===== src/rtl/fpsqrt_req_arbiter.sv =====
// fpsqrt_req_arbiter: round-robin sharing of one fpsqrt_vector_r16 unit among NUM_REQ requesters
// Ports:
//   clk, rst_n (sync, active-low), flush_i aborts the outstanding operation
//   req_*   : per-requester command valid/ready, operands, format, rm, vector mode, tag
//   resp_*  : per-requester result valid/ready plus shared result, fflags and tag buses
//   sqrt_*  : registered command, start/finish handshakes, flush and result from the unit
//   busy_o, owner_o : status
module fpsqrt_req_arbiter #(
   parameter int NUM_REQ = 4,
   parameter int TAG_W = 4,
   localparam int OWN_W = $clog2(NUM_REQ)
) (
   input  logic                     clk,
   input  logic                     rst_n,
   input  logic                     flush_i,
   input  logic [NUM_REQ-1:0]       req_valid_i,
   output logic [NUM_REQ-1:0]       req_ready_o,
   input  logic [NUM_REQ*64-1:0]    req_op_i,
   input  logic [NUM_REQ*2-1:0]     req_fp_format_i,
   input  logic [NUM_REQ*3-1:0]     req_rm_i,
   input  logic [NUM_REQ-1:0]       req_vector_mode_i,
   input  logic [NUM_REQ*TAG_W-1:0] req_tag_i,
   output logic [NUM_REQ-1:0]       resp_valid_o,
   input  logic [NUM_REQ-1:0]       resp_ready_i,
   output logic [63:0]              resp_res_o,
   output logic [4:0]               resp_fflags_o,
   output logic [TAG_W-1:0]         resp_tag_o,
   output logic                     sqrt_start_valid_o,
   input  logic                     sqrt_start_ready_i,
   output logic [63:0]              sqrt_op_o,
   output logic [1:0]               sqrt_fp_format_o,
   output logic [2:0]               sqrt_rm_o,
   output logic                     sqrt_vector_mode_o,
   output logic                     sqrt_flush_o,
   input  logic                     sqrt_finish_valid_i,
   output logic                     sqrt_finish_ready_o,
   input  logic [63:0]              sqrt_res_i,
   input  logic [4:0]               sqrt_fflags_i,
   output logic                     busy_o,
   output logic [OWN_W-1:0]         owner_o
);
   typedef enum logic [1:0] {IDLE, ISSUE, WAIT, RESP} state_t;
   state_t state, nxt;
   logic [OWN_W-1:0] rr_ptr, owner, g, ofs, nxt_ptr;
   logic [OWN_W:0] sum;
   logic [NUM_REQ-1:0] rot;
   logic any, req_hs, start_hs, fin_hs, resp_hs, abort;
   logic [63:0] op, res;
   logic [1:0] fmt;
   logic [2:0] rm;
   logic vm;
   logic [4:0] ff;
   logic [TAG_W-1:0] tag;
   // rotate valids so bit 0 is rr_ptr; lowest set bit is the offset of the grant
   always_comb begin
      rot = NUM_REQ'({req_valid_i, req_valid_i} >> rr_ptr);
      any = |req_valid_i;
      ofs = '0;
      for (int i = NUM_REQ - 1; i >= 0; i--)
         if (rot[i]) ofs = OWN_W'(i);
      sum = {1'b0, rr_ptr} + {1'b0, ofs};
      g = (sum >= (OWN_W+1)'(NUM_REQ)) ? OWN_W'(sum - (OWN_W+1)'(NUM_REQ)) : OWN_W'(sum);
      nxt_ptr = (owner == OWN_W'(NUM_REQ - 1)) ? '0 : owner + 1'b1;
   end
   always_comb begin
      abort = flush_i && state != IDLE;
      req_hs = state == IDLE && !flush_i && any;
      req_ready_o = req_hs ? NUM_REQ'(1) << g : '0;
      sqrt_start_valid_o = state == ISSUE && !flush_i;
      sqrt_finish_ready_o = state == WAIT && !flush_i;
      resp_valid_o = (state == RESP && !flush_i) ? NUM_REQ'(1) << owner : '0;
      start_hs = sqrt_start_valid_o && sqrt_start_ready_i;
      fin_hs = sqrt_finish_ready_o && sqrt_finish_valid_i;
      resp_hs = state == RESP && !flush_i && resp_ready_i[owner];
      sqrt_flush_o = abort;
      busy_o = state != IDLE;
      nxt = state;
      case (state)
         IDLE:  nxt = req_hs ? ISSUE : IDLE;
         ISSUE: nxt = start_hs ? WAIT : ISSUE;
         WAIT:  nxt = fin_hs ? RESP : WAIT;
         RESP:  nxt = resp_hs ? IDLE : RESP;
         default: nxt = IDLE;
      endcase
      if (abort) nxt = IDLE;
   end
   always_ff @(posedge clk)
      state <= !rst_n ? IDLE : nxt;
   always_ff @(posedge clk) begin
      if (!rst_n) begin
         rr_ptr <= '0;
         owner <= '0;
         op <= '0;
         fmt <= '0;
         rm <= '0;
         vm <= 1'b0;
         tag <= '0;
         res <= '0;
         ff <= '0;
      end else begin
         if (req_hs) begin
            op <= req_op_i[int'(g)*64 +: 64];
            fmt <= req_fp_format_i[int'(g)*2 +: 2];
            rm <= req_rm_i[int'(g)*3 +: 3];
            vm <= req_vector_mode_i[g];
            tag <= req_tag_i[int'(g)*TAG_W +: TAG_W];
            owner <= g;
         end
         if (fin_hs) begin
            res <= sqrt_res_i;
            ff <= sqrt_fflags_i;
         end
         if (resp_hs || abort) rr_ptr <= nxt_ptr;
      end
   end
   assign sqrt_op_o = op;
   assign sqrt_fp_format_o = fmt;
   assign sqrt_rm_o = rm;
   assign sqrt_vector_mode_o = vm;
   assign resp_res_o = res;
   assign resp_fflags_o = ff;
   assign resp_tag_o = tag;
   assign owner_o = owner;
endmodule

===== config.mk =====
export PLATFORM = sky130hd
export DESIGN_NAME = fpsqrt_req_arbiter
export DESIGN_NICKNAME = d
export VERILOG_FILES = /design/src/rtl/fpsqrt_req_arbiter.sv
export SDC_FILE = /design/constraint.sdc
export NUM_CORES = 1
export LEC_CHECK = 0
export ABC_AREA = 1
export CELL_PAD_IN_SITES_DETAIL_PLACEMENT = 2
export CELL_PAD_IN_SITES_GLOBAL_PLACEMENT = 2
export CORE_MARGIN = 2
export CORE_UTILIZATION = 16
export CTS_CLUSTER_DIAMETER = 200
export DETAILED_ROUTE_END_ITERATION = 7
export PLACE_DENSITY = 0.79
export SETUP_SLACK_MARGIN = 0.5
export SLEW_MARGIN = 10
export SYNTH_ARGS = -nofsm -noshare
export SYNTH_HDL_FRONTEND = slang
export SYNTH_SLANG_ARGS = --single-unit

===== constraint.sdc =====
create_clock -name clk -period 2.7 [get_ports clk]
set_input_delay 0.54 -clock clk [delete_from_list [all_inputs] [get_ports clk]]
set_output_delay 0.54 -clock clk [all_outputs]
set_load 0.01 [all_outputs]

==> metrics.md <==
| Metric | Value |
|---|---|
| R2R cell count | 19 |
| WL per Instance | 22.9 um |
| Max Cap Violations | 0 |
| Worst EP arrival | 2.34 ns |
| Fmax | 347 MHz |
| Hold depth | 2 |
| Hold endpoint | sqrt_op_o[55] |
| Final wirelength | 52700 um |
| Initial antenna violation count | 4 |
| Leakage | 6.47 nW |
| Worst reg2reg startpoint | rr_ptr[0] |
| Core area | 0.0487 mm2 |
| Number of iterations in the first detailed-routing pass | 4 |
| Synthesized area | 0.00787 mm2 |
| P_sw | 3.97 mW |
| DRT iter0 DRCs | 384 |
| Combinational share of power | 52.1% |
| Slew HR | 52.7% |
| Yosys reg bits | 149 |
| Crit. End Element | primary output |
| Share of power burned in registers | 24.7% |
| Max Slew Vio Count | 0 |
| Clock share of power | 23.2% |
| Sequential area share after synthesis | 37.9% |
| Area Overhead vs Synth | 112% |
| DR vias | 10141 |
| Status | finished with violations |
| H-tree depth | 4 |
| DP HPWL | 34300 um |
| Hold Path Origin | sqrt_op_o[55] |
| Detail Route Antenna Nets | 0 |
| RSZ-0062 raised after global routing | true |
| Crit path max fanout | 4 |
| Int Pwr | 6.28 mW |
| Via density | 4.41 |
| I/O Pins | 535 |
| Sink Count | 149 |
| CTS Buf Count | 17 |
| GRT Residual Overflow | 0 |
| R2r endpoint | sqrt_op_o[55] |
| Layout cells sized above 1 | 22.3% |
| # rows | 81 |
| CTS tree | yes |
| CP startpoint kind | register |
| # DRC | 0 |
| Switching Share | 38.7% |
| Starting Density | 16.1% |
| Longest Clk Path Bufs | 2 |
| Worst-skew pair later-pin latency | 0.48 ns |
| Largest net degree at the start of global routing | 75 |
| Final non-filler cell total | 2302 |
| Die ar. | 0.0510 mm2 |
| Final Util | 34.2% |
| Input/output buffers | 534 |
| Final Setup Violations | 4 |
| Wire length of the first global-routing pass | 67700 um |
| Root Buffer | clkbuf_16 |
| Cells after Synth | 1058 |
| Failing checks | negative setup slack |
| Vias in the first global route | 10874 |
| Hold crit path type | reg -> reg |
| Total track usage | 18.0% |
| Mean area per synthesized cell | 7.44 um2 |
| Pwr dens | 616 mW/mm2 |
| Hold slack | 0.468 ns |
| Dpl cells | 2222 |
| YS warnings | 0 |
| Fin nets | 2005 |
| PnR Total Power | 10.3 mW |
| CTS Hold Bufs | 0 |
| Placer Congestion | 0.842 |
| Min Tclk post-route | 2.88 ns |
| PnR worst setup slack | -0.179 ns |
| Worst vdd ir | 507 uV |
| R2R Setup Slk | 0.08 ns |
| Die H | 226 um |
| Post-synth cell types | 23 |
| Mapped Nets | 1441 |
| Clock Skews | 0.0149 ns |
| Clk pin slew, worst setup/hold paths | 0.06 ns |
| Worst-Margin Slew | 0.709 ns |
| Die W | 226 um |
| Crit path required time | 2.16 ns |
| Final period util | 107% |
| Final Hold Violating Endpoints | 0 |
| Critical path class | reg -> out |
## how the worst max path moves through the flow
| stage | from | to | slack (ns) | depth (start not counted) |
|---|---|---|---|---|
| 6_report | rr_ptr[0] | req_ready_o[1] | -0.18 | 14 |
| 5_1_grt | rr_ptr[0] | req_ready_o[1] | -0.34 | 14 |
| 4_1_cts | rr_ptr[0] | req_ready_o[1] | -0.26 | 14 |
| 3_5_place_dp | req_valid_i[0] | req_ready_o[1] | -1.11 | 13 |
| 3_3_place_gp | req_valid_i[0] | req_ready_o[1] | -1.00 | 13 |
| 2_1_floorplan | req_valid_i[0] | req_ready_o[0] | 0.29 | 13 |
## power groups by stage
| stage | Sequential (mW) | Clock [mW] | Combinational, mW |
|---|---|---|---|
| after global routing | 2.56 | 2.56 | 5.67 |
| after global placement | 2.56 | 0 | 3.67 |
| after CTS | 2.53 | 2.48 | 4.28 |
| after detailed placement | 2.57 | 0 | 3.77 |
| after floorplan | 2.64 | 0 | 1.90 |
| final | 2.53 | 2.38 | 5.35 |
## critical path: stages (launching register included)
cell and delay, ns:
dfxtp_4 0.37, buf_12 0.14, nand2_4 0.06, nand3_2 0.06, nand2_2 0.09, nand3_2 0.09, a21boi_4 0.17, ha_4 0.16
xor2_2 0.13, buf_6 0.14, inv_4 0.03, nand3_4 0.08, nand2_4 0.09, nor3_4 0.10, buf_2 0.15
## cell usage in the layout (no fill, tap or decap), drive strengths merged, types with 3 or more instances in the layout
master | synthesis | layout
inv | 19 | 26
diode | 0 | 3
clkdlybuf4s50 | 0 | 516
nand2 | 173 | 173
dlygate4sd2 | 0 | 8
mux2i | 148 | 148
clkbuf | 44 | 33
o21ai | 75 | 75
clkinv | 0 | 4
bufbuf | 0 | 3
nor2 | 154 | 154
buf | 43 | 90
dfxtp | 149 | 149
nand3 | 161 | 161
ha | 5 | 5
a21oi | 79 | 79
## kinds of logic after synthesis
| logic type | after synthesis | share of synthesized area (%) |
|---|---|---|
| buf+inv | 106 | 6.07 |
| fa+ha+maj | 5 | 0.795 |
| xor+xnor | 1 | 0.111 |
| mux | 148 | 18.8 |
| simple gates | 490 | 26.1 |
| flops | 149 | 37.9 |
| compound gates | 159 | 10.2 |
## synth_stat cells
cell type	count	area share, %
a31oi_1	2	0.16
buf_1	6	0.29
clkbuf_1	44	2.1
inv_2	6	0.29
ha_1	5	0.79
buf_6	5	0.72
a211oi_1	1	0.095
nor3_1	2	0.13
o21ai_0	75	4.8
nor2_1	154	7.3
buf_4	1	0.095
nand3_2	1	0.13
xor2_1	1	0.11
buf_2	31	2.0
mux2i_1	148	19
inv_1	13	0.62
nand2_2	2	0.16
o211ai_1	1	0.095
dfxtp_1	149	38
a21oi_1	79	5.0
nand2_1	171	8.2
nand3_1	160	10
a21boi_0	1	0.095
## sequential cells by signal (all words and copies together), names as in the netlist
register	cells
sqrt_op_o	64
resp_tag_o	4
rr_ptr	2
resp_res_o	64
resp_fflags_o	5
sqrt_rm_o	3
state	2
sqrt_vector_mode_o	1
sqrt_fp_format_o	2
owner_o	2
## final cells by class
type | count | area, um2
Antenna cell | 3 | 7.51
Clock inverter | 13 | 113
Fill cell | 5421 | 32100
Multi-Input combinational cell | 803 | 5490
Sequential cell | 149 | 2990
Inverter | 19 | 81.3
Tap cell | 664 | 831
Clock buffer | 19 | 443
Timing Repair Buffer | 632 | 6710
## per-stage QoR
stage	setup WS, ns	setup TNS (ns)	area [um2]
floorplan	0.286	0	8040
CTS	-0.255	-0.951	15300
global placement	-1.00	-47.18	14300
detailed placement	-1.11	-55.57	14300
finish	-0.179	-0.656	16700
global route	-0.336	-1.81	16700
## timing repair
action,4_1_cts,5_1_grt
pin swaps,23,62
buffers inserted,5,15
gates cloned,7,18
setup endpoints to repair,88,82
resized for setup,102,219
## metal layers
metal,vias to the layer above,GRT usage (%),part of all wire (%)
met5,-,0,0.015
met4,2,6.09,3.0
met3,77,5.57,7.8
met2,363,32.8,51
met1,4984,19.7,38
li1,4715,-,-
Power figures use the tool's default switching activity.
